--- config.mk ---
export PLATFORM = sky130hd
export DESIGN_NAME = snd_i2s_rx
export DESIGN_NICKNAME = d
export VERILOG_FILES = /design/src/rtl/snd_pkg.sv /design/src/rtl/snd_rx_fifo.sv /design/src/rtl/snd_i2s_rx.sv
export SDC_FILE = /design/constraint.sdc
export NUM_CORES = 1
export LEC_CHECK = 0
export BUFFER_PORTS_ARGS = -buffer_cell sky130_fd_sc_hd__buf_2
export CAP_MARGIN = 25
export CORE_MARGIN = 10
export CORE_UTILIZATION = 65
export DETAILED_ROUTE_END_ITERATION = 8
export PLACE_DENSITY_LB_ADDON = 0.05
export SLEW_MARGIN = 20
export SYNTH_ARGS = -nofsm -noshare
export SYNTH_HDL_FRONTEND = slang
export SYNTH_SLANG_ARGS = --single-unit
--- constraint.sdc ---
create_clock -name ACLK -period 17.35 [get_ports ACLK]
set_input_delay 5.205 -clock ACLK [delete_from_list [all_inputs] [get_ports ACLK]]
set_output_delay 5.205 -clock ACLK [all_outputs]
set_load 0.01 [all_outputs]
--- src/rtl/snd_pkg.sv ---
// rtl/snd_pkg.sv - shared constants, frame-width macro and receiver state encoding for the sound block
`ifndef SND_PKG_DEFS
`define SND_PKG_DEFS
`define SND_FRAME_W(sw) (2*(sw))
`endif

package snd_pkg;

    localparam int   SND_SAMPLE_W = 16;
    localparam logic SND_LR_LEFT  = 1'b0;
    localparam logic SND_LR_RIGHT = 1'b1;

    typedef enum logic {
        RX_UNSYNC = 1'b0,
        RX_SYNC   = 1'b1
    } rx_state_t;

endpackage

--- src/rtl/snd_rx_fifo.sv ---
// rtl/snd_rx_fifo.sv - synchronous first-word-fall-through frame FIFO
// A push into a full FIFO is accepted only when a pop frees a slot in the same cycle.
module snd_rx_fifo #(
    parameter int WIDTH = 32,
    parameter int DEPTH = 16
) (
    input  logic                     i_clk,
    input  logic                     i_rst,
    input  logic                     i_push,
    input  logic [WIDTH-1:0]         i_data,
    input  logic                     i_pop,
    output logic [WIDTH-1:0]         o_data,
    output logic                     o_full,
    output logic                     o_empty,
    output logic [$clog2(DEPTH):0]   o_level
);

    localparam int AW = $clog2(DEPTH);

    logic [WIDTH-1:0] r_mem [DEPTH];
    logic [AW-1:0]    r_wr_ptr;
    logic [AW-1:0]    r_rd_ptr;
    logic [AW:0]      r_count;
    logic             w_wr;
    logic             w_rd;

    assign o_full  = (r_count == (AW+1)'(DEPTH));
    assign o_empty = (r_count == '0);
    assign o_level = r_count;
    assign w_rd    = i_pop && !o_empty;
    assign w_wr    = i_push && (!o_full || w_rd);
    assign o_data  = o_empty ? '0 : r_mem[r_rd_ptr];

    always_ff @(posedge i_clk) begin
        if (w_wr) begin
            r_mem[r_wr_ptr] <= i_data;
        end
    end

    // Pointers are AW bits wide so they wrap modulo DEPTH for free.
    always_ff @(posedge i_clk) begin
        if (i_rst) begin
            r_wr_ptr <= '0;
            r_rd_ptr <= '0;
            r_count  <= '0;
        end else begin
            if (w_wr) begin
                r_wr_ptr <= r_wr_ptr + 1'b1;
            end
            if (w_rd) begin
                r_rd_ptr <= r_rd_ptr + 1'b1;
            end
            case ({w_wr, w_rd})
                2'b10:   r_count <= r_count + 1'b1;
                2'b01:   r_count <= r_count - 1'b1;
                default: r_count <= r_count;
            endcase
        end
    end

endmodule

--- src/rtl/snd_i2s_rx.sv ---
// rtl/snd_i2s_rx.sv - I2S slave receiver: oversampled deserialiser feeding a stereo frame FIFO
// Optional SND_RX_DROPCNT_EN adds a saturating dropped-frame counter output RX_DROPCNT.
module snd_i2s_rx
    import snd_pkg::*;
#(
    parameter int SAMPLE_W   = SND_SAMPLE_W,
    parameter int FIFO_DEPTH = 16
) (
    input  logic                               ACLK,
    input  logic                               ARESET,
    input  logic                               RX_EN,
    input  logic                               SND_BCLK,
    input  logic                               SND_LRCLK,
    input  logic                               SND_DIN,
    output logic [`SND_FRAME_W(SAMPLE_W)-1:0]  RX_DATA,
    output logic                               RX_VALID,
    input  logic                               RX_READY,
    output logic [$clog2(FIFO_DEPTH):0]        RX_LEVEL,
    input  logic                               OVER_CLR,
    output logic                               SND_FIFO_OVER
`ifdef SND_RX_DROPCNT_EN
    ,
    output logic [15:0]                        RX_DROPCNT
`endif
);

    localparam int CNT_W = $clog2(SAMPLE_W + 1);
    localparam logic [CNT_W-1:0] LP_FULL_CNT = CNT_W'(SAMPLE_W);

    // Bits [1:0] are the synchroniser; bclk bit [2] is the previous value for edge detection.
    logic [2:0]          r_bclk_sync;
    logic [1:0]          r_lr_sync;
    logic [1:0]          r_din_sync;

    rx_state_t           r_state;
    logic                r_lr_d;
    logic                r_lr_dd;
    logic                r_left_ok;
    logic [CNT_W-1:0]    r_cnt;
    logic [SAMPLE_W-1:0] r_shreg;
    logic [SAMPLE_W-1:0] r_left;
    logic                r_over;

    logic                w_rise;
    logic                w_din;
    logic                w_lr;
    logic                w_word_start;
    logic                w_shift;
    logic [SAMPLE_W-1:0] w_shreg_next;
    logic [CNT_W-1:0]    w_cnt_next;
    logic                w_word_done;
    logic                w_active;
    logic                w_push;
    logic                w_pop;
    logic                w_full;
    logic                w_empty;
    logic                w_drop;

    always_ff @(posedge ACLK) begin
        if (ARESET) begin
            r_bclk_sync <= '0;
            r_lr_sync   <= '0;
            r_din_sync  <= '0;
        end else begin
            r_bclk_sync <= {r_bclk_sync[1:0], SND_BCLK};
            r_lr_sync   <= {r_lr_sync[0], SND_LRCLK};
            r_din_sync  <= {r_din_sync[0], SND_DIN};
        end
    end

    assign w_rise = r_bclk_sync[1] & ~r_bclk_sync[2];
    assign w_din  = r_din_sync[1];
    assign w_lr   = r_lr_sync[1];

    // r_lr_d is the channel that owns the bit sampled now (one-bit I2S delay).
    assign w_word_start = (r_lr_d != r_lr_dd);
    assign w_shift      = !w_word_start && (r_cnt < LP_FULL_CNT);
    assign w_shreg_next = w_word_start ? {{(SAMPLE_W-1){1'b0}}, w_din}
                                       : {r_shreg[SAMPLE_W-2:0], w_din};
    assign w_cnt_next   = w_word_start ? CNT_W'(1) : r_cnt + 1'b1;
    assign w_word_done  = (w_word_start || w_shift) && (w_cnt_next == LP_FULL_CNT);
    assign w_active     = (r_state == RX_SYNC) || (w_word_start && (r_lr_d == SND_LR_LEFT));
    assign w_push       = RX_EN && w_rise && w_active && w_word_done
                          && (r_lr_d == SND_LR_RIGHT) && r_left_ok;

    always_ff @(posedge ACLK) begin
        if (ARESET) begin
            r_state   <= RX_UNSYNC;
            r_lr_d    <= 1'b0;
            r_lr_dd   <= 1'b0;
            r_left_ok <= 1'b0;
            r_cnt     <= '0;
            r_shreg   <= '0;
            r_left    <= '0;
        end else begin
            if (w_rise) begin
                r_lr_dd <= r_lr_d;
                r_lr_d  <= w_lr;
            end
            if (!RX_EN) begin
                r_state   <= RX_UNSYNC;
                r_cnt     <= '0;
                r_left_ok <= 1'b0;
            end else if (w_rise && w_active) begin
                r_state <= RX_SYNC;
                if (w_word_start || w_shift) begin
                    r_shreg <= w_shreg_next;
                    r_cnt   <= w_cnt_next;
                end
                // A channel change before the word filled means the previous slot was short.
                if (w_word_start && (r_cnt != LP_FULL_CNT)) begin
                    r_left_ok <= 1'b0;
                end
                if (w_word_done) begin
                    if (r_lr_d == SND_LR_LEFT) begin
                        r_left    <= w_shreg_next;
                        r_left_ok <= 1'b1;
                    end else begin
                        r_left_ok <= 1'b0;
                    end
                end
            end
        end
    end

    assign RX_VALID = !w_empty;
    assign w_pop    = RX_VALID && RX_READY;
    assign w_drop   = w_push && w_full && !w_pop;

    snd_rx_fifo #(
        .WIDTH (`SND_FRAME_W(SAMPLE_W)),
        .DEPTH (FIFO_DEPTH)
    ) u_fifo (
        .i_clk   (ACLK),
        .i_rst   (ARESET),
        .i_push  (w_push),
        .i_data  ({r_left, w_shreg_next}),
        .i_pop   (w_pop),
        .o_data  (RX_DATA),
        .o_full  (w_full),
        .o_empty (w_empty),
        .o_level (RX_LEVEL)
    );

    always_ff @(posedge ACLK) begin
        if (ARESET) begin
            r_over <= 1'b0;
        end else if (w_drop) begin
            r_over <= 1'b1;
        end else if (OVER_CLR) begin
            r_over <= 1'b0;
        end
    end

    assign SND_FIFO_OVER = r_over;

`ifdef SND_RX_DROPCNT_EN
    logic [15:0] r_dropcnt;

    always_ff @(posedge ACLK) begin
        if (ARESET) begin
            r_dropcnt <= '0;
        end else if (OVER_CLR) begin
            r_dropcnt <= w_drop ? 16'd1 : 16'd0;
        end else if (w_drop && (r_dropcnt != 16'hFFFF)) begin
            r_dropcnt <= r_dropcnt + 16'd1;
        end
    end

    assign RX_DROPCNT = r_dropcnt;
`endif

endmodule

== Yosys cells after proc, flatten, opt, wreduce, memory -nomap -nowiden ==
Memories as Yosys holds them, arrays and structs flattened. A register that Yosys moved wholly into a read port is not among the register bits.
Cells that the tools add are included.

* Bits in writable memories: 512
* Bits of input ports: 8
* Memories: 1
* Register bits: 61

{| class="wikitable"
|+ Memories
! memory !! depth !! bits a word !! read ports !! clocked after memory_dff !! wr ports !! line !! RTL
|-
| u_fifo.r_mem || 16 || 32 || 1 || 1 || 1 || snd_rx_fifo.sv:20 || <nowiki>logic [WIDTH-1:0] r_mem [DEPTH];</nowiki>
|}

* Add/sub/neg operators: 5
* Multiplexer cells: 13
* Magnitude comparators: 1
* Bitwise operators: 4
* Reduce and logical (&&, ||, !) cells: 31
* Equal/unequal tests: 6

{| class="wikitable"
|+ Operators with widths
! cell !! number
|-
| $mux 32 || 1
|-
| $mux 16 || 1
|-
| $logic_and 1x1->1 || 15
|-
| $add 5x1->5 const B || 2
|-
| $eq 5x5->1 const B || 2
|-
| $pmux 5 s2 || 1
|-
| $add 4x1->4 const B || 2
|-
| $mux 4 || 2
|-
| $mux 1 || 7
|-
| $reduce_bool 2->1 || 3
|-
| $logic_not 5->1 || 1
|-
| $lt 5x5->1 const B || 1
|-
| $mux 5 || 1
|-
| $ne 5x5->1 const B || 1
|-
| $sub 5x1->5 const B || 1
|-
| $logic_not 1->1 || 4
|-
| $reduce_and 2->1 || 2
|-
| $reduce_and 4->1 || 1
|-
| $logic_or 1x1->1 || 3
|-
| $not 1->1 || 3
|-
| $reduce_and 3->1 || 1
|-
| $eq 2x1->1 const B || 1
|-
| $eq 2x2->1 const B || 1
|-
| $reduce_or 2->1 || 1
|-
| 2 further kinds || 2
|}

== Depth between registers and ports, before layout ==
Gate-level depths: netlist of the first run.

* Depth in word-level cells: 11
* Gate-level depth with buffers: 16
* Mapped depth without buffers: 15

== Modules after synthesis ==
A second synthesis of the first run with hierarchy kept.

* Cells, all modules: 1155
* Area total of the unflattened synthesis: 22695.5 sq um

{| class="wikitable"
|+ Modules (own cells, without submodules)
! module !! sequential area each (sq um) !! area an instance (sq um) !! cells each !! instances
|-
| snd_rx_fifo || 15715.1 || 20490.9 || 914 || 1
|-
| snd_i2s_rx || 960.9 || 2204.6 || 241 || 1
|}

== Least setup slack after synthesis of the first run ==
OpenSTA, ideal clock, no wires.

* Path type: input port to flip-flop
* Start: input port RX_EN
* End: memory u_fifo.r_mem[0][0], enable pin
* Slack: 7174 ps
* Required time: 16837 ps
* Arrival time: 9662 ps
* Setup time: 513 ps
* Cell stages on the path: 5
* Cell sequence: a21bo_1 -> nor3_2 -> nand4_1 -> nor2_1 -> nor4b_1

* Cells in the longest elaborated chain, start to end: 8

{| class="wikitable"
|+ RTL lines
! item !! line !! RTL
|-
| from (decl) || snd_i2s_rx.sv:11 || <nowiki>input logic RX_EN,</nowiki>
|-
| $logic_and 1x1->1 (3 in series) || snd_i2s_rx.sv:83 || <nowiki>assign w_push = RX_EN && w_rise && w_active && w_word_done</nowiki>
|-
| $logic_and 1x1->1 (2 in series) || snd_i2s_rx.sv:84 || <nowiki>&& (r_lr_d == SND_LR_RIGHT) && r_left_ok;</nowiki>
|-
| $logic_and 1x1->1 || snd_rx_fifo.sv:31 || <nowiki>assign w_wr = i_push && (!o_full || w_rd);</nowiki>
|-
| $mux 1 || snd_rx_fifo.sv:35 || <nowiki>if (w_wr) begin</nowiki>
|-
| $mux 1 (not written as such) || snd_rx_fifo.sv:36 || <nowiki>r_mem[r_wr_ptr] <= i_data;</nowiki>
|-
| to (decl) || snd_rx_fifo.sv:20 ||
|}

Every way passes these cells.

==> results.tsv, run 1 <==
stage	metric	value	unit
cts	cts_sinks	577	
setup_path	cp_max_fo	56	
sta	worst_slew_margin_rel	31.6	%
sta	totalNegativeSetupSlack	0	ns
setup_path	timing.reg2reg.worst_path_depth	8	
synth	synth_cell_types	46	
sta	final.setup_skew	0.0213	ns
power_and_ir_drop	clock_power_share	44.2	%
synth	synth.yosys.warnings	0	
power_and_ir_drop	sequential_power_share	55.6	%
global_route	track_usage	23.3	%
setup_path	worst-setup-path-type	flop to primary output	
synth	synth.yosys.seq_area_share	74.9	%
place	numPlacedInstances	1566	
layout	finalCoreUtilization	74.1	%
sta	hold_viol_final	0	
global_route	antenna_found_initial	0	
setup_path	worstSetupStartpointType	flop	
outcome	status	finished, final reports clean	
setup_path	reg2reg_slack	12.70	ns
global_route	global_route.overflow_total	0	
die	die_height	205	µm
die	die_w	205	µm
layout	stdcell_count	1667	
routing	drtPass1Iterations	5	
cts	root_buffer	sky130_fd_sc_hd__clkbuf_16	
worst_hold_path	hold_path_startpoint	r_lr_sync[0]	
die	rows	67	
routing	dr_vias	10900	
run	drv.max_cap_violation_count	0	
synth	post_synthesis_cell_area	22300	µm²
global_route	grt_pass1_vias	11100	
routing	vias_per_cell	6.51	
power_and_ir_drop	combPwrFrac	0.2	%
die	die_footprint	42000	µm²
power_and_ir_drop	worst_ir_drop_vdd	0.0834	mV
place	globalplace.congestion	0.799	
power_and_ir_drop	switchingPower	0.490	mW
setup_path	worstPathRequired	12.14	ns
cts	clk_pin_slew	0.06	ns
power_and_ir_drop	p_leak	8.57	nW
layout	flow.area_growth_from_synthesis	12.2	%
power_and_ir_drop	power_report.internal_total	2.19	mW
synth	synth.top_cells.by_area	sky130_fd_sc_hd__edfxtp_1, sky130_fd_sc_hd__mux4_2, sky130_fd_sc_hd__dfxtp_1	
cts	clock_latency_on_the_worst_skew_pair	0.58	ns
setup_path	worst_ep_arrival	3.71	ns
cts	clockBufferDepth	3	
setup_path	worstReg2RegStart	r_lr_d	
synth	number_of_enable_type_register_cells_in_the_synthesized_netlist	512	
sta	max_freq	0.112	GHz
sta	final_max_slew_viol_count	0	
layout	antenna_cells	0	
sta	final_setup_violating_endpoints	0	
die	io-pin-count	47	
synth	ys_ff_latch	577	
routing	total_wire_length_after_detailed_routing	47500	µm
global_route	grt_pass1_wl	71800	µm
sta	timing.final.ws_setup	8.44	ns
synth	yosysMostFrequentCell	sky130_fd_sc_hd__edfxtp_1	
routing	first_iter_violations	1026	
sta	final_min_period_over_clock_period	51.4	%
global_route	maximum_number_of_pins_on_one_net_before_global_route_repair	100	
synth	mappedNetlistNets	1117	
worst_hold_path	min_to	r_lr_sync[1]	
setup_path	regToRegEndpoint	u_fifo.r_mem[10][4]	
synth	synth-async-reset-ratio	0	%
routing	route.detailed.drc	0	
synth	synthCells	1098	
setup_path	critical_path.endpoint_type	primary output	
worst_hold_path	min_path_type	flop to flop	
die	fp.coreArea	33700	µm²
layout	drive_above_1_share	28.0	%
cts	cts_hold_repair.buffers	0	
power_and_ir_drop	final_total_pwr	2.68	mW
routing	count_of_nets_left_with_antenna_violations_after_detail_routing	0	
synth	synth_area_leader_cell	sky130_fd_sc_hd__edfxtp_1	
sta	rsz0062_at_grt	false	
synth	post_synth_most_frequent_cells	sky130_fd_sc_hd__edfxtp_1, sky130_fd_sc_hd__mux4_2, sky130_fd_sc_hd__nand2_1	
cts	postCtsSetupRepairBufs	0	
power_and_ir_drop	switching_share	18.3	%
routing	post_drt_wl_per_cell	28.5	µm
sta	fin_crit_period	8.91	ns
cts	h-tree-depth	2	
synth	synth_ff_type	sky130_fd_sc_hd__edfxtp_1	
place	post-place-ws	8.29	ns
power_and_ir_drop	power_per_cell_area	107	nW/µm²
sta	worst_slew_pin_slew	1.03	ns
layout	final.fill_count	1950	
worst_hold_path	worstHoldPathCells	1	
cts	cts_resized	0	
synth	synth_top_cell_area_share	69.1	%
synth	syn-mean-instance-area	20.3	µm²
cts	tritoncts	built	
die	start_util	66.0	%
cts	cts_inserted_buffers	54	
place	hpwl	25200	µm
place	io_buffer_count	46	
layout	final_net_count	1193	
## state kept, by name, summed over array words and instances (netlist names), 3 cells and up, named ones only
name             cells
u_fifo.r_mem       512
r_left              16
r_shreg             15
r_cnt                5
u_fifo.o_level       5
u_fifo.r_rd_ptr      4
u_fifo.r_wr_ptr      4
r_bclk_sync          3
## per-layer routing
metal	up-vias	track usage (%)	wire length, µm
met5	-	0	0
met4	0	6.33	1190
met3	85	4.96	3820
met2	454	37.9	23800
met1	5720	31.7	18700
li1	4601	-	-
## layout by cell type (no fill, tap or decap), drive strengths merged, types with 12 or more instances in the layout
| master | instances |
|---|---|
| inv | 15 |
| clkbuf | 77 |
| clkinv | 13 |
| nor2 | 16 |
| and2 | 49 |
| dfxtp | 65 |
| edfxtp | 512 |
| nor2b | 12 |
| buf | 78 |
| a21oi | 45 |
| nand2 | 71 |
| mux4 | 160 |
## power groups by stage
stage / sequential, mW / combinational (mW) / clock (mW)
after floorplan: 1.52 / 0.00324 / 0
after global placement: 1.52 / 0.00508 / 0
after detailed placement: 1.52 / 0.00515 / 0
after CTS: 1.49 / 0.00515 / 1.20
after global routing: 1.49 / 0.00585 / 1.25
final: 1.49 / 0.00525 / 1.19
## how the worst max path moves through the flow
stage,cells past startpoint,endpoint,slack [ns],from
floorplan,5,u_fifo.r_mem[0][0],7.17,RX_EN
global placement,14,u_fifo.o_level[4],8.47,RX_EN
detailed placement,7,u_fifo.r_mem[10][8],8.29,RX_EN
CTS,6,RX_DATA[2],8.40,flop
global route,6,RX_DATA[2],8.31,flop
finish,6,RX_DATA[2],8.44,flop
## layout make-up
class	count	area (µm²)	area share (%)
Sequential cell	577	16700	66.8
Multi-Input combinational cell	450	5390	21.6
Clock buffer	77	1490	5.96
Tap cell	448	561	2.24
Timing Repair Buffer	78	503	2.01
Clock inverter	24	300	1.20
Inverter	13	48.8	0.195
## worst max-delay path, cell delays in order, from the launching register on
cell,delay [ns]
sky130_fd_sc_hd__dfxtp_4,0.94
sky130_fd_sc_hd__buf_4,0.60
sky130_fd_sc_hd__buf_16,0.31
sky130_fd_sc_hd__mux4_2,0.35
sky130_fd_sc_hd__mux4_2,0.54
sky130_fd_sc_hd__and2_1,0.19
sky130_fd_sc_hd__buf_2,0.14
## per-stage QoR
step / area, µm² / hold slack [ns]
finish: 25000 / 0.443
global placement: 23200 / 0.423
CTS: 25000 / 0.450
detailed placement: 23200 / 0.433
global route: 25000 / 0.466
floorplan: 22300 / 0.414
## cells by family (layout without fill, tap and decap cells)
| logic type | after synthesis | after routing | share of synthesized area [%] |
|---|---|---|---|
| simple gates | 199 | 199 | 4.73 |
| mux | 163 | 163 | 16.3 |
| xor+xnor | 10 | 10 | 0.393 |
| buf+inv | 71 | 192 | 1.29 |
| compound gates | 67 | 67 | 1.71 |
| fa+ha+maj | 11 | 11 | 0.618 |
| flops | 577 | 577 | 74.9 |
No activity file was read; power rests on OpenSTA's default activity.
==> run 2: changes to the inputs <==
- CORE_UTILIZATION: 65 -> 62
- clock period: 17.35 -> 9.1 ns (I/O delays scaled with it)
==> run 2 against run 1 <==
Power is 89% higher; critical path depth fell by 1; non-clock buffer count is the same; sequential cell count stayed put; global-route usage shrank 1.3 points; die area is 4.4% higher; utilization is 3.8 points lower; sequential share of layout area about the same; final cell count rose by 0.90%; critical endpoint is now RX_DATA[6]; largest cell class unchanged; largest power group unchanged.
==> results.tsv, run 2 (same netlist as run 1, synthesis figures left out) <==
stage	metric	value	unit	change
outcome	status	finished, final reports clean		
power_and_ir_drop	power_per_cell_area	202	nW/µm²	+89%
routing	first_iter_violations	1109		+8.1%
layout	flow.area_growth_from_synthesis	12.2	%	about the same
routing	route.detailed.drc	0		unchanged
sta	rsz0062_at_grt	false		
layout	top_register	u_fifo.r_mem		
cts	clock_latency_on_the_worst_skew_pair	0.59	ns	about the same
setup_path	worst-setup-path-type	flop to primary output		
power_and_ir_drop	switching_share	18.8	%	+0.50 points
power_and_ir_drop	switchingPower	0.948	mW	+94%
sta	fin_crit_period	6.17	ns	
setup_path	worst_ep_arrival	3.44	ns	-0.27 ns
power_and_ir_drop	power_report.internal_total	4.11	mW	+87%
sta	hold_viol_final	0		unchanged
setup_path	cp_max_fo	50		-11%
die	rows	69		+3.0%
layout	drive_above_1_share	28.4	%	+0.45 points
global_route	antenna_found_initial	0		unchanged
global_route	grt_pass1_vias	10900		-1.5%
power_and_ir_drop	clock_power_share	43.6	%	-0.6 points
cts	cts_hold_repair.buffers	0		unchanged
cts	tritoncts	built		
sta	totalNegativeSetupSlack	0	ns	unchanged
sta	final_max_slew_viol_count	0		unchanged
layout	finalCoreUtilization	70.4	%	-3.8 points
layout	layout.cells.most_common	sky130_fd_sc_hd__edfxtp_1		
layout	antenna_cells	0		unchanged
setup_path	worstPathRequired	6.37	ns	-5.77 ns
cts	postCtsSetupRepairBufs	0		unchanged
place	io_buffer_count	46		unchanged
sta	final_setup_violating_endpoints	0		unchanged
power_and_ir_drop	worst_ir_drop_vdd	0.157	mV	+89%
run	drv.max_cap_violation_count	0		unchanged
sta	final_min_period_over_clock_period	67.8	%	
sta	max_freq	0.162	GHz	
power_and_ir_drop	combPwrFrac	0.2	%	about the same
cts	clockBufferDepth	3		unchanged
layout	largest_reg_flops	512		unchanged
routing	count_of_nets_left_with_antenna_violations_after_detail_routing	0		unchanged
layout	final.fill_count	2143		+9.9%
place	hpwl	25000	µm	-0.68%
routing	post_drt_wl_per_cell	28.2	µm	-1.1%
global_route	grt_pass1_wl	71900	µm	+0.25%
die	io-pin-count	47		unchanged
die	die_w	209	µm	+2.2%
sta	timing.final.ws_setup	2.93	ns	-5.51 ns
routing	drtPass1Iterations	5		unchanged
global_route	maximum_number_of_pins_on_one_net_before_global_route_repair	74		-26%
sta	final.setup_skew	0.0125	ns	-0.00873 ns
die	die_height	209	µm	+2.2%
die	fp.coreArea	35500	µm²	+5.3%
cts	cts_sinks	577		unchanged
cts	cts_inserted_buffers	55		+1.9%
cts	h-tree-depth	2		unchanged
layout	final_net_count	1194		+0.084%
place	post-place-ws	2.46	ns	-5.83 ns
place	globalplace.congestion	0.783		-1.9%
routing	vias_per_cell	6.42		-1.5%
die	start_util	62.7	%	-3.3 points
setup_path	worstSetupStartpointType	flop		
routing	total_wire_length_after_detailed_routing	47400	µm	-0.20%
global_route	global_route.overflow_total	0		unchanged
sta	worst_slew_pin_slew	0.935	ns	-0.0902 ns
worst_hold_path	min_path_type	flop to flop		
cts	root_buffer	sky130_fd_sc_hd__clkbuf_16		
power_and_ir_drop	sequential_power_share	56.2	%	+0.6 points
layout	final_cell_mix	sky130_fd_sc_hd__edfxtp_1, sky130_fd_sc_hd__mux4_2, sky130_fd_sc_hd__nand2_1		
global_route	track_usage	21.9	%	-1.3 points
layout	reg_top3	u_fifo.r_mem x512, r_left x16, r_shreg x15		
cts	clk_pin_slew	0.06	ns	about the same
routing	dr_vias	10800		-0.58%
sta	worst_slew_margin_rel	37.5	%	+5.8 points
cts	cts_resized	0		unchanged
die	die_footprint	43900	µm²	+4.4%
power_and_ir_drop	p_leak	8.66	nW	+1.1%
setup_path	critical_path.endpoint_type	primary output		
==> run 2: final timing paths <==
kind / slack [ns] / startpoint / cells after the start / endpoint
min: 0.44 / r_lr_sync[0] / 1 / r_lr_sync[1]
max: 2.93 / flop / 5 / RX_DATA[6]
min reg2reg: 0.44 / r_lr_sync[0] / 1 / r_lr_sync[1]
max reg2reg: 4.44 / r_lr_d / 8 / u_fifo.r_mem[10][14]
==> run 2: worst max-delay path, cell delays in order, from the launching register on <==
cell and delay, ns:
sky130_fd_sc_hd__dfxtp_4 0.87, sky130_fd_sc_hd__buf_4 0.66, sky130_fd_sc_hd__mux4_2 0.42, sky130_fd_sc_hd__mux4_2 0.49
sky130_fd_sc_hd__and2_1 0.21, sky130_fd_sc_hd__buf_2 0.15
==> run 2: power groups by stage <==
stage | clock network, mW | registers (mW) | logic (mW)
3_3_place_gp | 0 | 2.90 | 0.00928
6_report | 2.20 | 2.84 | 0.0105
3_5_place_dp | 0 | 2.90 | 0.0104
2_1_floorplan | 0 | 2.90 | 0.00618
4_1_cts | 2.24 | 2.84 | 0.0105
5_1_grt | 2.34 | 2.84 | 0.0115
==> run 2: layout make-up <==
cell class                      instances  area, µm²  share of cell area (%)
Sequential cell                       577      16700                    66.8
Multi-Input combinational cell        450       5390                    21.6
Timing Repair Buffer                   78        519                    2.08
Tap cell                              461        577                    2.31
Clock inverter                         33        259                    1.04
Inverter                               13       48.8                   0.195
Clock buffer                           70       1490                    5.95
==> run 2: through the flow <==
step | power [mW] | std cells | cell area [µm²] | hold WS, ns
after global placement | 2.91 | 1576 | 23200 | 0.417
after detailed placement | 2.91 | 1577 | 23200 | 0.430
final | 5.06 | 1682 | 25000 | 0.435
after CTS | 5.09 | 1680 | 24900 | 0.443
after floorplan | 2.90 | 1098 | 22300 | 0.414
after global routing | 5.19 | 1682 | 25000 | 0.456
==> run 2: routing by layer <==
layer | vias up | GRT usage, % | wire length, µm
met5 | - | 0 | 0
met4 | 0 | 6.08 | 884
met3 | 64 | 3.43 | 3040
met2 | 406 | 35.3 | 23600
met1 | 5712 | 31.0 | 19900
li1 | 4615 | - | -
==> run 3: changes to the inputs <==
- clock period: 9.1 -> 6.03 ns (I/O delays scaled with it)
==> run 3 against run 2 <==
Global-route usage fell by 0.10 points; clock-buffer cell count fell by 3; sequential power rose by 51%; clock skew barely moved; non-clock buffer count rose by 11; clock power rose by 51%; register-to-register slack got worse by 3.1 ns; utilization rose by 0.40 points; cell area rose by 0.57%; via count barely moved; critical path depth did not move; power rose by 51%; largest cell class unchanged.
==> results.tsv, run 3 (same netlist as run 1, synthesis figures left out) <==
stage	metric	value	unit	change
outcome	status	finished, final reports clean		
layout	reg_top3	u_fifo.r_mem x512, r_left x16, r_shreg x15		
die	start_util	62.7	%	unchanged
die	fp.coreArea	35500	µm²	unchanged
die	rows	69		unchanged
routing	count_of_nets_left_with_antenna_violations_after_detail_routing	0		unchanged
layout	finalCoreUtilization	70.8	%	+0.40 points
setup_path	critical_path.endpoint_type	primary output		
setup_path	worst-setup-path-type	flop to primary output		
routing	route.detailed.drc	0		unchanged
setup_path	worst_ep_arrival	3.14	ns	-0.30 ns
cts	cts_resized	0		unchanged
layout	antenna_cells	0		unchanged
setup_path	cp_cell_sequence	buf_4 -> mux4_2 -> mux4_2 -> and2_1 -> buf_2		
sta	worst_slew_margin_rel	34.2	%	-3.3 points
sta	timing.final.ws_setup	1.08	ns	-1.84 ns
routing	dr_vias	10800		-0.019%
layout	final.fill_count	2175		+1.5%
setup_path	worstPathRequired	4.22	ns	-2.15 ns
power_and_ir_drop	worst_ir_drop_vdd	0.249	mV	+58%
layout	post-route-cell-area	25100	µm²	+0.57%
cts	h-tree-depth	2		unchanged
sta	max_freq	0.202	GHz	
routing	total_wire_length_after_detailed_routing	47100	µm	-0.63%
cts	cts_inserted_buffers	55		unchanged
place	globalplace.congestion	0.749		-4.4%
sta	worst_slew_pin_slew	0.987	ns	+0.0515 ns
sta	hold_viol_final	0		unchanged
power_and_ir_drop	power_per_cell_area	304	nW/µm²	+50%
power_and_ir_drop	p_leak	8.61	nW	-0.55%
routing	post_drt_wl_per_cell	27.9	µm	-1.2%
setup_path	critical-path-slowest-cell	sky130_fd_sc_hd__dfxtp_4		
layout	final_net_count	1205		+0.92%
setup_path	worst_stage_delay_on_the_critical_path	0.86	ns	about the same
sta	final_max_slew_viol_count	0		unchanged
sta	rsz0062_at_grt	false		
setup_path	critical-path-top-cell-by-count	sky130_fd_sc_hd__mux4_2		
sta	final_min_period_over_clock_period	82.0	%	
die	die_footprint	43900	µm²	unchanged
cts	clock_latency_on_the_worst_skew_pair	0.59	ns	about the same
layout	top_register	u_fifo.r_mem		
sta	final_setup_violating_endpoints	0		unchanged
place	hpwl	25900	µm	+3.4%
layout	largest_reg_flops	512		unchanged
global_route	antenna_found_initial	0		unchanged
layout	stdcell_count	1692		+0.59%
cts	cts_sinks	577		unchanged
die	io-pin-count	47		unchanged
die	die_height	209	µm	unchanged
sta	holdWs	0.440	ns	+0.00440 ns
sta	totalNegativeSetupSlack	0	ns	unchanged
setup_path	worstSetupStartpointType	flop		
place	io_buffer_count	46		unchanged
place	post-place-ws	1.14	ns	-1.32 ns
setup_path	cp_max_fo	51		+2.0%
cts	root_buffer	sky130_fd_sc_hd__clkbuf_16		
layout	flow.area_growth_from_synthesis	12.8	%	
worst_hold_path	min_path_type	flop to flop		
layout	drive_above_1_share	29.2	%	+0.74 points
cts	postCtsSetupRepairBufs	0		unchanged
run	drv.max_cap_violation_count	0		unchanged
global_route	grt_pass1_vias	11200		+2.3%
global_route	track_usage	21.8	%	-0.10 points
global_route	maximum_number_of_pins_on_one_net_before_global_route_repair	58		-22%
global_route	global_route.overflow_total	0		unchanged
routing	vias_per_cell	6.38		-0.61%
cts	cts_hold_repair.buffers	0		unchanged
place	place_area	23400	µm²	+0.78%
cts	clockBufferDepth	3		unchanged
routing	first_iter_violations	1000		-9.8%
global_route	grt_pass1_wl	71300	µm	-0.83%
place	numPlacedInstances	1590		+0.82%
layout	layout.cells.most_common	sky130_fd_sc_hd__edfxtp_1		
routing	drtPass1Iterations	7		+2
sta	final.setup_skew	0.0121	ns	-0.000447 ns
cts	clk_pin_slew	0.06	ns	about the same
layout	final_cell_mix	sky130_fd_sc_hd__edfxtp_1, sky130_fd_sc_hd__mux4_2, sky130_fd_sc_hd__nand2_1		
cts	tritoncts	built		
die	die_w	209	µm	unchanged
sta	fin_crit_period	4.95	ns	
power_and_ir_drop	final_total_pwr	7.63	mW	+51%
==> run 3: cell count changes in the layout (fill, tap and decap cells not counted), moves of 2 or more <==
cell / change
sky130_fd_sc_hd__nor4b_2: -8
sky130_fd_sc_hd__clkinv_2: -2
sky130_fd_sc_hd__clkinvlp_4: +2
sky130_fd_sc_hd__nor4b_4: +8
sky130_fd_sc_hd__clkbuf_1: -3
sky130_fd_sc_hd__buf_4: +12
==> run 3: per-layer routing <==
| layer | up-vias | GRT usage [%] | wire length, µm |
|---|---|---|---|
| met5 | - | 0 | 0 |
| met4 | 0 | 5.78 | 899 |
| met3 | 74 | 4.50 | 3370 |
| met2 | 416 | 35.2 | 23400 |
| met1 | 5670 | 30.2 | 19500 |
| li1 | 4635 | - | - |
==> run 3: path summary, 6_finish.rpt <==
check | from | to | slack (ns) | cells past startpoint
max | flop | RX_DATA[3] | 1.08 | 5
min | r_lr_sync[1] | r_lr_d | 0.44 | 2
min reg2reg | r_lr_sync[1] | r_lr_d | 0.44 | 2
max reg2reg | r_lr_d | u_fifo.o_level[4] | 1.39 | 14
==> run 3: critical path: cells and delay by family, from the launching register on <==
family	cells	cell delay (ns)
DFF	1	0.86
and+or+nand+nor	1	0.21
buffers and inverters	2	0.59
muxes	2	0.84
==> run 3: layout make-up <==
type | count | area (µm²) | area share (%)
clock buffers | 67 | 1470 | 5.87
clock inverters | 35 | 277 | 1.10
inverters | 13 | 48.8 | 0.194
multi-input cells | 450 | 5460 | 21.7
flip-flops and latches | 577 | 16700 | 66.5
well taps | 461 | 577 | 2.30
repair buffers | 89 | 591 | 2.35
==> run 3: report_power, final <==
| group | internal (mW) | leakage (nW) | total [mW] | switching, mW |
|---|---|---|---|---|
| Sequential | 4.29 | 5.96 | 4.29 | 0.00193 |
| Clock | 1.91 | 0.860 | 3.33 | 1.42 |
| Combinational | 0.00457 | 1.79 | 0.0147 | 0.0101 |
